$ cat config.mk
export PLATFORM = sky130hd
export DESIGN_NAME = stream_encryptor
export DESIGN_NICKNAME = d
export VERILOG_FILES = /design/src/rtl/crypt_pkg.sv /design/src/rtl/enc_key_store.sv /design/src/rtl/stream_encryptor.sv
export SDC_FILE = /design/constraint.sdc
export NUM_CORES = 1
export LEC_CHECK = 0
export CAP_MARGIN = 20
export CORE_UTILIZATION = 30
export CTS_CLUSTER_SIZE = 8
export DETAILED_ROUTE_END_ITERATION = 8
export PLACE_DENSITY = 0.51
export SLEW_MARGIN = 15
export SYNTH_ARGS = -nofsm -noshare
export SYNTH_HDL_FRONTEND = slang
export SYNTH_HIERARCHICAL = 1
export SYNTH_SLANG_ARGS = --single-unit
$ cat constraint.sdc
create_clock -name clk -period 2.3 [get_ports clk]
set_input_delay 0.23 -clock clk [delete_from_list [all_inputs] [get_ports clk]]
set_output_delay 0.23 -clock clk [all_outputs]
set_load 0.005 [all_outputs]
$ cat src/rtl/crypt_pkg.sv
// Shared types and constants for the stream encryptor and its matching decryptor.
package crypt_pkg;

   localparam int unsigned BYTE_W = 8;

   typedef logic [BYTE_W-1:0] byte_t;

   typedef enum logic [1:0] {
      NOKEY  = 2'd0,
      IDLE   = 2'd1,
      STREAM = 2'd2
   } crypt_state_e;

   localparam byte_t DEFAULT_KEY_BYTE = 8'h00;

   // Modular byte add and its inverse; the decryptor relies on dec_byte.
   function automatic byte_t enc_byte(input byte_t plain, input byte_t key);
      return BYTE_W'(plain + key);
   endfunction

   function automatic byte_t dec_byte(input byte_t cipher, input byte_t key);
      return BYTE_W'(cipher - key);
   endfunction

endpackage

$ cat src/rtl/enc_key_store.sv
// Key register file: SEC_LEN byte registers, one write port, combinational read by index.
module enc_key_store
   import crypt_pkg::*;
#(
   parameter  int unsigned SEC_LEN = 3,
   localparam int unsigned AW      = (SEC_LEN > 1) ? $clog2(SEC_LEN) : 1
) (
   input  logic          clk,
   input  logic          rst_n,
   input  logic          wr_en,
   input  logic [AW-1:0] wr_addr,
   input  byte_t         wr_data,
   input  logic [AW-1:0] rd_idx,
   output byte_t         rd_data
);

   byte_t regs [SEC_LEN];

   // Out-of-range addresses (non power-of-two SEC_LEN) are dropped.
   always_ff @(posedge clk or negedge rst_n) begin
      if (!rst_n) begin
         for (int i = 0; i < int'(SEC_LEN); i++) begin
            regs[i] <= DEFAULT_KEY_BYTE;
         end
      end else if (wr_en && (32'(wr_addr) < SEC_LEN)) begin
         regs[wr_addr] <= wr_data;
      end
   end

   assign rd_data = regs[rd_idx];

endmodule

$ cat src/rtl/stream_encryptor.sv
// Byte-stream encryptor: out = in + key[idx] mod 256, one-deep registered output stage.
// Optional ENC_MSG_COUNT_EN adds a 16-bit completed-message counter output.
module stream_encryptor
   import crypt_pkg::*;
#(
   parameter  int unsigned MSG_LEN = 16,
   parameter  int unsigned SEC_LEN = 3,
   localparam int unsigned KW      = (SEC_LEN > 1) ? $clog2(SEC_LEN) : 1
) (
   input  logic          clk,
   input  logic          rst_n,
   input  logic          key_wr_en,
   input  logic [KW-1:0] key_wr_addr,
   input  logic [7:0]    key_wr_data,
   input  logic          key_commit,
   input  logic          in_valid,
   output logic          in_ready,
   input  logic [7:0]    in_data,
   input  logic          in_last,
   output logic          out_valid,
   input  logic          out_ready,
   output logic [7:0]    out_data,
   output logic          out_last,
   output logic          key_err
`ifdef ENC_MSG_COUNT_EN
   ,
   output logic [15:0]   msg_count
`endif
);

   localparam int unsigned CW = (MSG_LEN > 1) ? $clog2(MSG_LEN) : 1;

   crypt_state_e  state;
   crypt_state_e  state_nxt;
   logic [KW-1:0] idx;
   logic [CW-1:0] cnt;
   byte_t         key_byte;
   logic          accept;
   logic          msg_end;
   logic          key_wr_ok;

   assign accept    = in_valid && in_ready;
   assign msg_end   = in_last || (32'(cnt) == MSG_LEN - 1);
   assign key_wr_ok = key_wr_en && (state != STREAM);

   enc_key_store #(
      .SEC_LEN (SEC_LEN)
   ) u_key_store (
      .clk     (clk),
      .rst_n   (rst_n),
      .wr_en   (key_wr_ok),
      .wr_addr (key_wr_addr),
      .wr_data (key_wr_data),
      .rd_idx  (idx),
      .rd_data (key_byte)
   );

   always_ff @(posedge clk or negedge rst_n) begin
      if (!rst_n) begin
         state <= NOKEY;
      end else begin
         state <= state_nxt;
      end
   end

   // in_ready follows out_ready combinationally so the output stage never bubbles.
   always_comb begin
      state_nxt = state;
      in_ready  = 1'b0;
      case (state)
         NOKEY: begin
            if (key_commit) begin
               state_nxt = IDLE;
            end
         end
         IDLE: begin
            in_ready = !out_valid || out_ready;
            if (accept && !msg_end) begin
               state_nxt = STREAM;
            end
         end
         STREAM: begin
            in_ready = !out_valid || out_ready;
            if (accept && msg_end) begin
               state_nxt = IDLE;
            end
         end
         default: begin
            state_nxt = NOKEY;
         end
      endcase
   end

   // Key index and in-message byte position; both restart at a message boundary.
   always_ff @(posedge clk or negedge rst_n) begin
      if (!rst_n) begin
         idx <= '0;
         cnt <= '0;
      end else if (accept) begin
         if (msg_end) begin
            idx <= '0;
            cnt <= '0;
         end else begin
            cnt <= cnt + CW'(1);
            idx <= (32'(idx) == SEC_LEN - 1) ? '0 : idx + KW'(1);
         end
      end
   end

   always_ff @(posedge clk or negedge rst_n) begin
      if (!rst_n) begin
         out_valid <= 1'b0;
         out_data  <= 8'h00;
         out_last  <= 1'b0;
      end else if (accept) begin
         out_valid <= 1'b1;
         out_data  <= enc_byte(in_data, key_byte);
         out_last  <= msg_end;
      end else if (out_ready) begin
         out_valid <= 1'b0;
      end
   end

   always_ff @(posedge clk or negedge rst_n) begin
      if (!rst_n) begin
         key_err <= 1'b0;
      end else if (key_wr_en && (state == STREAM)) begin
         key_err <= 1'b1;
      end
   end

`ifdef ENC_MSG_COUNT_EN
   always_ff @(posedge clk or negedge rst_n) begin
      if (!rst_n) begin
         msg_count <= 16'h0000;
      end else if (out_valid && out_ready && out_last) begin
         msg_count <= msg_count + 16'd1;
      end
   end
`endif

endmodule

=== Yosys cells after proc, flatten, opt, wreduce, memory -nomap -nowiden ===
Index checks and enable logic that the tools add are counted.

* Bits in registers: 43
* Bits in latches: 0
* Memory bits (writable): 0
* Memory bits (read-only): 0
* Bits of input ports: 25
* Output and inout port bits: 12
* Memories kept: 0

* Add/subtract/negate cells: 3
* $mul: 0
* Div/mod/pow operators: 0
* Magnitude comparators: 4
* Equality and inequality tests: 8
* Shift operators: 0
* Muxes and demuxes: 16
* Bitwise gates (word level): 2
* Reduce and logical (&&, ||, !) cells: 15

{| class="wikitable"
|+ Operators by type and width
! cell !! count
|-
| bitwise mux 24 bit || 1
|-
| 2-to-1 mux 8 bit || 3
|-
| binary-select mux 8 bit (select 2 bit) || 1
|-
| demux 8 bit (select 2 bit) || 1
|-
| 2-to-1 mux 2 bit || 5
|-
| adder 8 bit || 1
|-
| != test 2 bit (second input constant) || 4
|-
| logical AND 1 bit || 7
|-
| greater-or-equal comparator 3 bit (second input constant) || 2
|-
| NOT 2 -> 3 bit || 2
|-
| one-hot mux 2 bit (3 select lines) || 1
|-
| adder 4 x 1 -> 4 bit (second input constant) || 1
|-
| equality test 2 bit (second input constant) || 2
|-
| equality test 4 bit (second input constant) || 1
|-
| 2-to-1 mux 4 bit || 1
|-
| < comparator 3 x 1 -> 1 bit (second input constant) || 1
|-
| 2-to-1 mux 1 bit || 3
|-
| AND reduction 3 bit || 1
|-
| adder 2 x 1 -> 2 bit (second input constant) || 1
|-
| equality test 2 x 1 -> 1 bit (second input constant) || 1
|-
| logical NOT 1 bit || 2
|-
| logical NOT 2 bit || 1
|-
| logical OR 1 bit || 2
|-
| < comparator 2 bit (second input constant) || 1
|-
| other kinds (2) || 2
|}

=== Logic depth before layout (Yosys ltp) ===
Gate-level depths: netlist (run 1).

* Depth in word-level cells: 7
* Depth in mapped cells: 10
* Gate-level depth less buffers: 8

=== By module ===
Netlist (run 1), hierarchy kept.

{| class="wikitable"
|+ By module, submodules not included
! module !! times used !! cells each !! area an instance (sq um) !! seq. area each (sq um)
|-
| stream_encryptor || 1 || 134 || 1298.7 || 475.5
|-
| enc_key_store || 1 || 71 || 1083.5 || 600.6
|}

=== Worst setup path after synthesis (run 1) ===
OpenSTA, ideal clock, no wires.

* Path type: register to register
* From: register idx[0]
* To: register out_data[6]
* Library setup time: 0.069 ns
* Arrival time: 2.386 ns
* Required time: 2.231 ns
* Setup slack: -0.155 ns
* Stages on the path, launching flop included: 11
* Period minus slack after synthesis: 2.455 ns
* Cells stage by stage: dfrtp_1 > buf_2 > nor2b_1 > buf_2 > o2bb2ai_1 > ha_1 > fa_1 > a211oi_1 > nor2_1 > or4_1 > nand3_1

* Cells in the longest elaborated chain, start to end: 5

{| class="wikitable"
|+ RTL lines
! what !! RTL line !! RTL
|-
| start, declared || stream_encryptor.sv:35 || <nowiki>logic [KW-1:0] idx;</nowiki>
|-
| start signal, assigned || stream_encryptor.sv:105 || <nowiki>idx <= (32'(idx) == SEC_LEN - 1) ? '0 : idx + KW'(1);</nowiki>
|-
| NOT 2 -> 3 bit (implied by the code) || enc_key_store.sv:30 || <nowiki>assign rd_data = regs[rd_idx];</nowiki>
|-
| binary-select mux 8 bit (select 2 bit) || enc_key_store.sv:30 ||
|-
| 2-to-1 mux 8 bit (implied by the code) (2 in a row) || enc_key_store.sv:30 ||
|-
| via key_byte[0] || stream_encryptor.sv:37 || <nowiki>byte_t key_byte;</nowiki>
|-
| adder 8 bit || crypt_pkg.sv:18 || <nowiki>return BYTE_W'(plain + key);</nowiki>
|-
| end signal, assigned || stream_encryptor.sv:117 || <nowiki>out_data <= enc_byte(in_data, key_byte);</nowiki>
|-
| end, declared || stream_encryptor.sv:22 || <nowiki>output logic [7:0] out_data,</nowiki>
|}

The timed path passes the listed nets, and every way through them passes these cells. The select of a mux whose other input is x is not followed.
A chain may end at the register's enable or synchronous reset.

=== Worst setup path in the final report (run 1) ===
* From: register idx[1]
* To: register out_data[6]

The elaborated chain is that of the path after synthesis.

==> results of run 1 <==
==> cell usage in the layout (no fill, tap or decap), types with 5 or more instances in the layout <==
| cell type | n |
|---|---|
| sky130_fd_sc_hd__clkbuf_8 | 5 |
| sky130_fd_sc_hd__o21ai_1 | 7 |
| sky130_fd_sc_hd__mux2_2 | 24 |
| sky130_fd_sc_hd__dfrtp_1 | 42 |
| sky130_fd_sc_hd__ha_1 | 11 |
| sky130_fd_sc_hd__o2bb2ai_1 | 6 |
| sky130_fd_sc_hd__buf_4 | 10 |
| sky130_fd_sc_hd__clkdlybuf4s50_1 | 35 |
| sky130_fd_sc_hd__nor2_1 | 5 |
| sky130_fd_sc_hd__o21ai_0 | 7 |
| sky130_fd_sc_hd__nand2_1 | 16 |
| sky130_fd_sc_hd__mux2i_1 | 7 |
==> flip-flops by register name (all words and copies together), names as in the netlist <==
signal	count
u_key_store/regs	24
out_data	8
cnt	4
idx	2
state	2
key_err	1
out_last	1
out_valid	1
==> repair_timing <==
item / in CTS / in global routing
gates resized for setup: 1 / 10
hold buffers: 1 / 0
setup endpoints to repair: 2 / 3
buffers inserted: 0 / 2
endpoints found under the hold margin: 13 / 0
pin swaps: 2 / 7
==> metal layers <==
layer  global-route usage (%)  wire length, um  vias to the layer above
met5                        0                0                        -
met4                     3.57               63                        0
met3                     3.27              208                        7
met2                     21.3             2470                       36
met1                     19.0             2420                      840
li1                         -                -                      860
==> power by group <==
group | internal, uW | switching, uW | total [uW]
Sequential | 1020 | 171 | 1190
Combinational | 974 | 880 | 1850
Clock | 212 | 277 | 489
Total | 2200 | 1330 | 3530
==> through the flow <==
stage               setup WS [ns]  TNS, ns  cells
floorplan                 -0.0379  -0.0379    205
global route              -0.0934  -0.0970    354
finish                     0.0350        0    354
CTS                        0.0340        0    352
detailed placement         0.0150        0    343
global placement           0.0715        0    343
==> worst min-delay path by stage <==
stage                           to  cells past startpoint
after floorplan             cnt[0]                      0
after CTS                 out_last                      2
final                     out_last                      2
after detailed placement  out_last                      1
after global routing      out_last                      2
after global placement    out_last                      1
==> cells by family (layout without fill, tap and decap cells) <==
family	Yosys count	count (layout)	share of synthesized area, %
AO/OA/AOI/OAI	47	47	14.7
buffers and inverters	12	59	2.68
AND/OR/NAND/NOR	52	52	13.1
XOR/XNOR	3	3	1.10
adder cells (fa/ha/maj)	13	13	7.14
multiplexers	35	35	16.1
flip-flops	43	43	45.2
==> Yosys cell counts (2+ instances only) <==
cell type,n
sky130_fd_sc_hd__dfrtp_1,43
sky130_fd_sc_hd__or4_1,2
sky130_fd_sc_hd__nand3b_2,2
sky130_fd_sc_hd__mux2_1,2
sky130_fd_sc_hd__nand3_1,5
sky130_fd_sc_hd__mux2_2,24
sky130_fd_sc_hd__nor4b_1,4
sky130_fd_sc_hd__ha_1,12
sky130_fd_sc_hd__o2bb2ai_1,8
sky130_fd_sc_hd__o21ai_1,6
sky130_fd_sc_hd__buf_2,6
sky130_fd_sc_hd__a211oi_1,5
sky130_fd_sc_hd__mux2i_1,9
sky130_fd_sc_hd__a21o_1,3
sky130_fd_sc_hd__inv_1,4
sky130_fd_sc_hd__nor2b_1,3
sky130_fd_sc_hd__o31ai_1,4
sky130_fd_sc_hd__nand4_1,2
sky130_fd_sc_hd__nor2_1,6
sky130_fd_sc_hd__nand2b_1,3
sky130_fd_sc_hd__a21oi_1,2
sky130_fd_sc_hd__and2_1,3
sky130_fd_sc_hd__o21ai_0,8
sky130_fd_sc_hd__nand2_1,16
sky130_fd_sc_hd__xor2_1,2
==> layout make-up <==
class | count | area share, %
inverter | 4 | 0.492
clock inverter | 3 | 0.656
clock buffer | 5 | 2.26
tap | 102 | 4.18
sequential | 43 | 35.3
multi-input combinational | 150 | 42.7
timing repair buffer | 47 | 14.4
==> impl_metrics.xml, run 1 <==
<?xml version="1.0" encoding="UTF-8"?>
<metrics>
  <group name="critical_path">
    <metric name="worst_setup_path_endpoint" unit="">out_data[6]</metric>
    <metric name="crit_family" unit="">simple AND/OR/NAND/NOR gates</metric>
    <metric name="crit_path_max_incr_delay" unit="ns">0.45</metric>
    <metric name="timing.reg2reg.worst_path_depth" unit="">9</metric>
    <metric name="r2r_end" unit="">out_data[6]</metric>
    <metric name="r2r_slack" unit="ns">0.04</metric>
    <metric name="cp_num_cells" unit="">9</metric>
    <metric name="path_class" unit="">reg -&gt; reg</metric>
    <metric name="path_max_fanout" unit="">4</metric>
    <metric name="critical_path.cell_chain" unit="">buf_4, mux2i_2, o2bb2ai_2, buf_4, fa_2, a211oi_2, nor2_2, or4_4, nand3_2</metric>
    <metric name="endpoint_required_time_on_the_critical_path" unit="ns">2.54</metric>
    <metric name="cp.buffers_inverters" unit="">2</metric>
    <metric name="critical_path.reg2reg.startpoint" unit="">idx[1]</metric>
    <metric name="endpoint_kind" unit="">flip-flop</metric>
    <metric name="worst_path_most_repeated_cell" unit="">sky130_fd_sc_hd__buf_4</metric>
    <metric name="crit_path_top_delay_cell" unit="">sky130_fd_sc_hd__dfrtp_2</metric>
    <metric name="worstSetupStartpointType" unit="">flip-flop</metric>
    <metric name="crit_path_launch" unit="">idx[1]</metric>
    <metric name="arrival" unit="ns">2.51</metric>
  </group>
  <group name="floorplanning">
    <metric name="starting_utilization_of_the_core_area" unit="%">31.0</metric>
    <metric name="core_area" unit="mm^2">0.00769</metric>
    <metric name="fp.dieArea" unit="mm^2">0.00830</metric>
    <metric name="fp.dieH" unit="um">91.1</metric>
    <metric name="fp.dieW" unit="um">91.1</metric>
    <metric name="boundaryPins" unit="">37</metric>
    <metric name="row_count" unit="">32</metric>
  </group>
  <group name="global_route">
    <metric name="global_route.usage.total" unit="%">13.7</metric>
    <metric name="antenna_found_initial" unit="">0</metric>
    <metric name="globalRoute.totalOverflow" unit="">0</metric>
    <metric name="vias_in_the_first_global_route" unit="">1775</metric>
    <metric name="grt_start_max_net_pins" unit="">31</metric>
    <metric name="global_route_wire_length_before_repair" unit="um">8980</metric>
  </group>
  <group name="run_status">
    <metric name="status" unit="">complete, no violations</metric>
  </group>
  <group name="clock_network">
    <metric name="number_of_buffers_added_by_the_clock_tree_synthesis_step" unit="">5</metric>
    <metric name="cts_sinks" unit="">43</metric>
    <metric name="tritoncts" unit="">yes</metric>
    <metric name="ctsLongestPathBuffers" unit="">2</metric>
    <metric name="clk_transition_reported_paths" unit="ns">0.09</metric>
    <metric name="clk_latency" unit="ns">0.30</metric>
    <metric name="cts-root-buf" unit="">sky130_fd_sc_hd__clkbuf_8</metric>
    <metric name="ctsHtreeMaxLevel" unit="">2</metric>
  </group>
  <group name="finish">
    <metric name="finalNetCount" unit="">289</metric>
    <metric name="seqCellArea" unit="mm^2">0.00108</metric>
    <metric name="fraction_of_layout_cells_with_a_size_suffix_above_1" unit="%">25.0</metric>
    <metric name="stdcell_area" unit="mm^2">0.00305</metric>
    <metric name="diodes" unit="">0</metric>
    <metric name="fill_cell_total_of_the_finished_layout" unit="">766</metric>
    <metric name="area.growth.synth_to_final" unit="%">28.0</metric>
    <metric name="multi_input_area" unit="mm^2">0.00130</metric>
    <metric name="layout.core_utilization" unit="%">39.7</metric>
  </group>
  <group name="synth">
    <metric name="mappedNetlistArea" unit="mm^2">0.00238</metric>
    <metric name="yosys_warnings" unit="">6</metric>
    <metric name="avgSynthCellArea" unit="um^2">11.6</metric>
    <metric name="synth_seq_cells" unit="">43</metric>
    <metric name="synthDominantAreaCellType" unit="">sky130_fd_sc_hd__dfrtp_1</metric>
    <metric name="syn_inst" unit="">205</metric>
    <metric name="synth_flop_cell" unit="">sky130_fd_sc_hd__dfrtp_1</metric>
    <metric name="count_of_flip_flops_with_a_built_in_enable_after_synthesis" unit="">0</metric>
    <metric name="ys_top_cells_by_area" unit="">sky130_fd_sc_hd__dfrtp_1, sky130_fd_sc_hd__mux2_2, sky130_fd_sc_hd__ha_1</metric>
    <metric name="synth_cell_type_count" unit="">46</metric>
    <metric name="synth_nets" unit="">243</metric>
    <metric name="proportion_of_synthesized_chip_area_in_sequential_cells" unit="%">45.2</metric>
    <metric name="share_of_flip_flops_with_an_asynchronous_set_or_reset_after_synthesis" unit="%">100</metric>
    <metric name="synthDominantCellAreaShare" unit="%">45.2</metric>
  </group>
  <group name="route">
    <metric name="route.detailed.vias_per_inst" unit="">4.92</metric>
    <metric name="totalWireLength" unit="um">5160</metric>
    <metric name="dr_total_vias" unit="">1743</metric>
    <metric name="final_antenna_net_count" unit="">0</metric>
    <metric name="wl_per_cell" unit="um">14.6</metric>
    <metric name="drtIter0Drc" unit="">132</metric>
    <metric name="drt_drc_violations_left" unit="">0</metric>
    <metric name="tritonroute_pass_1_iters" unit="">4</metric>
  </group>
  <group name="placed_design">
    <metric name="dp_hpwl" unit="um">3940</metric>
    <metric name="place_area" unit="mm^2">0.00289</metric>
    <metric name="place.gp.congestion" unit="">0.735</metric>
    <metric name="portBuffers" unit="">36</metric>
  </group>
  <group name="timing">
    <metric name="report.final.hold_viol_count" unit="">0</metric>
    <metric name="max_slew_margin" unit="%">73.7</metric>
    <metric name="slew_viol_final" unit="">0</metric>
    <metric name="grt_setup_unrepaired" unit="">yes</metric>
    <metric name="finalSetupViolCount" unit="">0</metric>
    <metric name="final_period_minus_worst_setup_slack" unit="ns">2.26</metric>
    <metric name="finalCritPeriodShare" unit="%">98.5</metric>
    <metric name="fmax" unit="MHz">442</metric>
    <metric name="tightestPinTransition" unit="ns">0.395</metric>
    <metric name="holdWs" unit="ns">0.355</metric>
    <metric name="timing.clock.skew" unit="ns">0.00399</metric>
  </group>
  <group name="power_and_ir_drop">
    <metric name="pwr_density_cell" unit="mW/mm^2">1160</metric>
    <metric name="total_leakage_power" unit="uW">0.00125</metric>
    <metric name="ir_drop" unit="uV">367</metric>
    <metric name="fin_total_pwr" unit="uW">3530</metric>
  </group>
  <group name="run">
    <metric name="max_cap_violations" unit="">0</metric>
  </group>
  <group name="worst_hold_path">
    <metric name="worst_hold_path_type" unit="">in -&gt; async</metric>
  </group>
</metrics>
Note: power is estimated with default switching activity, not from simulation.
==> inputs of run 2 (changes only) <==
Settings changed: CTS_CLUSTER_DIAMETER set to 120.
==> results of run 2 <==
Final layout, timing and power as in run 1 (identical DEF).
==> inputs of run 3 (changes only) <==
Settings changed: SLEW_MARGIN 15 to 40.
==> results of run 3 <==
Final layout, timing and power as in run 1 (identical DEF).
